==> src/rtl/mult_pkg.sv <==
// Shared types and limits for the sequential shift-add multiplier.
package mult_pkg;

  localparam int unsigned MIN_WIDTH = 2;
  localparam int unsigned MAX_WIDTH = 32;

  typedef enum logic [2:0] {
    IDLE  = 3'd0,
    START = 3'd1,
    ADD   = 3'd2,
    SHIFT = 3'd3,
    DONE  = 3'd4,
    HOLD  = 3'd5
  } state_t;

endpackage

==> src/rtl/add_sub_nbit.sv <==
// Combinational N-bit adder/subtractor: sum = a + b, or a - b when sub is set.
module add_sub_nbit #(
  parameter int unsigned N = 9
) (
  input  logic [N-1:0] a,
  input  logic [N-1:0] b,
  input  logic         sub,
  output logic [N-1:0] sum
);

  // Two's-complement subtract: invert b and inject the carry-in.
  assign sum = a + (b ^ {N{sub}}) + N'(sub);

endmodule

==> src/rtl/shift_add_multiplier.sv <==
// Sequential shift-add multiplier: one add/shift pair per multiplier bit, product in {A,B},
// with an extension bit X holding the sign (signed mode) or the add carry (unsigned mode).
module shift_add_multiplier
  import mult_pkg::*;
#(
  parameter int unsigned WIDTH = 8
) (
  input  logic             Clk,
  input  logic             Reset_n,
  input  logic             Run,
  input  logic             ClearA_LoadB,
  input  logic             Signed,
  input  logic [WIDTH-1:0] S,
  output logic [WIDTH-1:0] Aval,
  output logic [WIDTH-1:0] Bval,
  output logic             X,
  output logic             Busy,
  output logic             Done
);

  localparam int unsigned CW = $clog2(WIDTH + 1);
  localparam int unsigned EW = WIDTH + 1;

  state_t           state_q, state_d;
  logic [WIDTH-1:0] a_q, a_d;
  logic [WIDTH-1:0] b_q, b_d;
  logic [WIDTH-1:0] mcand_q, mcand_d;
  logic [CW-1:0]    cnt_q, cnt_d;
  logic             x_q, x_d;
  logic             mode_q, mode_d;
  logic             run_q;
  logic             busy_q, busy_d;
  logic             done_q, done_d;

  logic [EW-1:0]    op_a, op_b, sum;
  logic             sub;
  logic             run_edge;
  logic             last_iter;

  assign run_edge  = Run & ~run_q;
  assign last_iter = (cnt_q == CW'(WIDTH - 1));

  // Operands widened by one bit: sign-extended in signed mode, zero-extended otherwise.
  assign op_a = {mode_q & a_q[WIDTH-1], a_q};
  assign op_b = {mode_q & mcand_q[WIDTH-1], mcand_q};
  assign sub  = mode_q & last_iter;

  add_sub_nbit #(.N(EW)) u_add_sub (
    .a   (op_a),
    .b   (op_b),
    .sub (sub),
    .sum (sum)
  );

  // State and datapath registers.
  always_ff @(posedge Clk or negedge Reset_n) begin
    if (!Reset_n) begin
      state_q <= IDLE;
      a_q     <= '0;
      b_q     <= '0;
      mcand_q <= '0;
      cnt_q   <= '0;
      x_q     <= 1'b0;
      mode_q  <= 1'b0;
      run_q   <= 1'b0;
      busy_q  <= 1'b0;
      done_q  <= 1'b0;
    end else begin
      state_q <= state_d;
      a_q     <= a_d;
      b_q     <= b_d;
      mcand_q <= mcand_d;
      cnt_q   <= cnt_d;
      x_q     <= x_d;
      mode_q  <= mode_d;
      run_q   <= Run;
      busy_q  <= busy_d;
      done_q  <= done_d;
    end
  end

  // Next-state and datapath update.
  always_comb begin
    state_d = state_q;
    a_d     = a_q;
    b_d     = b_q;
    mcand_d = mcand_q;
    cnt_d   = cnt_q;
    x_d     = x_q;
    mode_d  = mode_q;
    busy_d  = 1'b0;
    done_d  = 1'b0;

    unique case (state_q)
      IDLE: begin
        // A load wins over a coincident Run edge; that edge is consumed and lost.
        if (ClearA_LoadB) begin
          a_d = '0;
          x_d = 1'b0;
          b_d = S;
        end else if (run_edge) begin
          state_d = START;
        end
      end
      START: begin
        a_d     = '0;
        x_d     = 1'b0;
        mcand_d = S;
        mode_d  = Signed;
        cnt_d   = '0;
        state_d = ADD;
      end
      ADD: begin
        if (b_q[0]) begin
          {x_d, a_d} = sum;
        end
        state_d = SHIFT;
      end
      SHIFT: begin
        {x_d, a_d, b_d} = {mode_q & x_q, x_q, a_q, b_q[WIDTH-1:1]};
        cnt_d           = cnt_q + CW'(1);
        state_d         = last_iter ? DONE : ADD;
      end
      DONE: begin
        state_d = HOLD;
      end
      HOLD: begin
        if (!Run) begin
          state_d = IDLE;
        end
      end
      default: begin
        state_d = IDLE;
      end
    endcase

    busy_d = (state_d == START) || (state_d == ADD) || (state_d == SHIFT);
    done_d = (state_d == DONE);
  end

  assign Aval = a_q;
  assign Bval = b_q;
  assign X    = x_q;
  assign Busy = busy_q;
  assign Done = done_q;

endmodule

==> config.mk <==
export PLATFORM = sky130hd
export DESIGN_NAME = shift_add_multiplier
export DESIGN_NICKNAME = d
export VERILOG_FILES = /design/src/rtl/mult_pkg.sv /design/src/rtl/add_sub_nbit.sv /design/src/rtl/shift_add_multiplier.sv
export SDC_FILE = /design/constraint.sdc
export NUM_CORES = 1
export LEC_CHECK = 0
export BUFFER_PORTS_ARGS = -buffer_cell sky130_fd_sc_hd__buf_2
export CELL_PAD_IN_SITES_DETAIL_PLACEMENT = 0
export CELL_PAD_IN_SITES_GLOBAL_PLACEMENT = 1
export CORE_MARGIN = 3
export CORE_UTILIZATION = 43
export CTS_CLUSTER_DIAMETER = 30
export DETAILED_ROUTE_END_ITERATION = 8
export HOLD_SLACK_MARGIN = 0.15
export PLACE_DENSITY_LB_ADDON = 0.1
export SYNTH_ARGS = -nofsm -noshare
export SYNTH_HDL_FRONTEND = slang
export SYNTH_SLANG_ARGS = --single-unit
==> constraint.sdc <==
create_clock -name Clk -period 3.3 [get_ports Clk]
set_input_delay 0.66 -clock Clk [delete_from_list [all_inputs] [get_ports Clk]]
set_output_delay 0.66 -clock Clk [all_outputs]
set_load 0.005 [all_outputs]
==> results.py <==
metrics = {
    "synth": {
        "yosys_most_used_dff": "dfrtp_1",
        "post_synth.cell_area_avg_sq_um": 9.67,
        "synth.distinct_cells": 47,
        "synth_warnings": 0,
        "syn_area_sq_um": 2030,
        "synthArstFlopShare_pct": 100,
        "ys_seq_elements": 36,
        "postSynthCellCount": 210,
        "synth_edf_count": 0,
        "yosysSeqAreaShare_pct": 44.4,
        "synth.net_count": 232,
    },
    "cells_and_area": {
        "syn_to_final_growth_pct": 13.1,
        "nets": 262,
        "final_cells": 293,
        "drive_above_1_share_pct": 24.1,
        "n_antenna_cell": 0,
    },
    "worst_setup_path": {
        "cp-end-kind": "flop",
        "cp_data_required_time_ns": 3.51,
        "critical_path.max_fanout": 9,
        "start_kind": "flop",
        "worst-setup-path-type": "flop to flop",
        "cp.arrival_ns": 3.23,
    },
    "global_route": {
        "overflow": 0,
        "grt_max_degree": 37,
        "met1_usage_pct": 26.1,
        "top_usage_layer": "met2",
        "grt_pass1_vias": 1612,
        "use_met3_pct": 4.81,
        "antenna_found_initial": 0,
        "grt_first_pass_wirelength_microns": 7870,
        "grt_usage_pct": 18.6,
        "met2_usage_pct": 28.6,
    },
    "clocking": {
        "cts_hold_buf": 0,
        "cts.clk_slew.worst_paths_ns": 0.07,
        "cts_tree": "done",
        "clkSinkCount": 36,
        "cts_buffers": 5,
        "worstSkewPairLatency_ns": 0.29,
        "htree_levels": 2,
        "clock_path_buffers": 2,
        "cts_resized": 0,
        "post_cts.repair.setup_buffers": 0,
        "root_buffer": "clkbuf_8",
    },
    "power": {
        "pwr-share-clk_pct": 12.0,
        "swShare_pct": 44.6,
        "power_density_nw_per_um2": 1190,
        "seq_power_share_pct": 32.7,
        "combPwrFrac_pct": 55.3,
        "ir_drop_uv": 523,
        "p_switching_mw": 1.22,
        "intPower_mw": 1.51,
        "p_leak_nw": 1.06,
    },
    "timing": {
        "worst_slew_pin_slew_ns": 0.794,
        "hold_slack_ns": 0.450,
        "hold_viol": 0,
        "fin_setup_tns_ns": 0,
        "slew_headroom_pct": 47.1,
        "finalClockSkew_ns": 0.00544,
        "setup_viol": 0,
        "setup_ws_ns": 0.278,
        "finalMaxSlewViolations": 0,
        "max_freq_ghz": 0.331,
        "fin_crit_ns": 3.02,
        "fin_crit_sh_pct": 91.6,
        "rsz0062_at_grt": "no",
    },
    "floorplan": {
        "rows": 24,
        "coreArea_sq_um": 4440,
        "dieArea_sq_um": 5580,
        "ioPinCount": 32,
        "die-width_microns": 74.7,
        "start_util_pct": 45.7,
        "die_h_microns": 74.7,
    },
    "routing": {
        "routed_wl_microns": 4550,
        "routed_via_density": 5.63,
        "drc": 0,
        "first_pass_iters": 4,
        "ant_nets": 0,
        "wl_per_cell_microns": 15.5,
        "drt_iter0_markers": 111,
        "num_vias": 1650,
    },
    "run": {
        "cap_violations": 0,
    },
    "status": {
        "outcome": "finished, final reports clean",
    },
    "placement": {
        "place_hpwl_microns": 3430,
        "port-buffer-count": 31,
        "place_congestion": 0.840,
        "dpl.cell_count": 285,
        "dp_slack_ns": 0.285,
    },
    "hold_path": {
        "hp-class": "input pin to async pin",
    },
}
registers in the layout (all words and copies together) (netlist names):
name	cells
run_q	1
cnt_q	4
Bval	8
X	1
state_q	3
Busy	1
mcand_q	8
Aval	8
mode_q	1
Done	1
metrics by stage:
stage          power [mW]  util, %  instance area (sq um)
6_report             2.73     51.7                   2300
5_1_grt              3.03     51.7                   2300
4_1_cts              2.75     51.7                   2300
3_5_place_dp         2.42     49.6                   2200
3_3_place_gp         2.37     49.6                   2200
2_1_floorplan        2.03        -                   2030
cell usage after synthesis, drive strengths merged (2+ instances only):
| library cell | instances | area (sq um) |
|---|---|---|
| a21o | 4 | 30.0 |
| a21oi | 9 | 45.0 |
| a221oi | 5 | 43.8 |
| a22oi | 2 | 15.0 |
| a31oi | 9 | 56.3 |
| a32o | 2 | 20.0 |
| and3b | 2 | 17.5 |
| buf | 7 | 43.8 |
| dfrtp | 36 | 901 |
| ha | 8 | 100 |
| inv | 3 | 11.3 |
| mux2 | 9 | 101 |
| nand2 | 34 | 128 |
| nand2b | 3 | 18.8 |
| nor2 | 24 | 95.1 |
| nor3 | 5 | 41.3 |
| o21a | 2 | 15.0 |
| o21ai | 11 | 55.1 |
| or2 | 2 | 12.5 |
| or3 | 2 | 15.0 |
| xnor2 | 9 | 78.8 |
| xor2 | 4 | 35.0 |
layout make-up:
| cell class | count | area [sq um] |
|---|---|---|
| clock buffer | 7 | 86.3 |
| clock inverter | 1 | 7.51 |
| fill | 449 | 2150 |
| inverter | 3 | 11.3 |
| multi-input combinational | 163 | 1070 |
| sequential | 36 | 901 |
| tap | 52 | 65.1 |
| timing repair buffer | 31 | 155 |
worst max-delay path, stage by stage (launching register included):
cell and delay [ns]:
dfrtp_1 0.39, ha_1 0.23, nand4b_1 0.50, xnor2_1 0.34, fa_1 0.47, a21o_1 0.20, a221oi_1 0.37, o21ai_1 0.15
xor2_1 0.18, o21ai_1 0.13
cell families (layout without fill, tap and decap cells):
logic type,count (synthesis),count (layout),synth area share (%)
and+or+nand+nor,78,78,18.2
muxes,10,10,5.48
AOI/OAI and AO/OA,53,53,17.6
DFF,36,36,44.4
buffers and inverters,11,42,2.90
adders and majority gates,9,9,5.92
xor gates and xnor gates,13,13,5.61
cells in the final DEF, fill, tap and decap left out, types with 3 or more instances in the layout:
cell type   n
a21o_1      4
a21oi_1     9
a221oi_1    5
a31oi_1     9
buf_2      31
clkbuf_8    6
dfrtp_1    36
ha_1        8
mux2_2      9
nand2_1    34
nand2b_1    3
nor2_1     22
nor3_1      3
o21ai_0     8
o21ai_1     3
xnor2_1     9
xor2_1      4
final timing paths:
path                       startpoint          to  slack [ns]  depth (start not counted)
min in group Clk                  Run       run_q        0.51                          1
max reg2reg                  cnt_q[0]           X        0.28                          9
min                           Reset_n  state_q[0]        0.45                          1
max in group asynchronous     Reset_n           X        2.34                          1
min reg2reg                  cnt_q[1]    cnt_q[1]        0.53                          2
max                          cnt_q[0]           X        0.28                          9
layer usage:
layer / part of all wire [%] / wire (microns)
met5: 0 / 0
met4: 1.1 / 51
met3: 2.9 / 134
met2: 47 / 2140
met1: 49 / 2220
power groups by stage:
stage | registers (mW) | logic [mW] | clock network (mW)
floorplan | 0.819 | 1.22 | 0
global placement | 0.892 | 1.48 | 0
detailed placement | 0.902 | 1.52 | 0
CTS | 0.893 | 1.52 | 0.337
global route | 0.935 | 1.73 | 0.362
finish | 0.893 | 1.51 | 0.329
No activity file was read; power rests on OpenSTA's default activity.
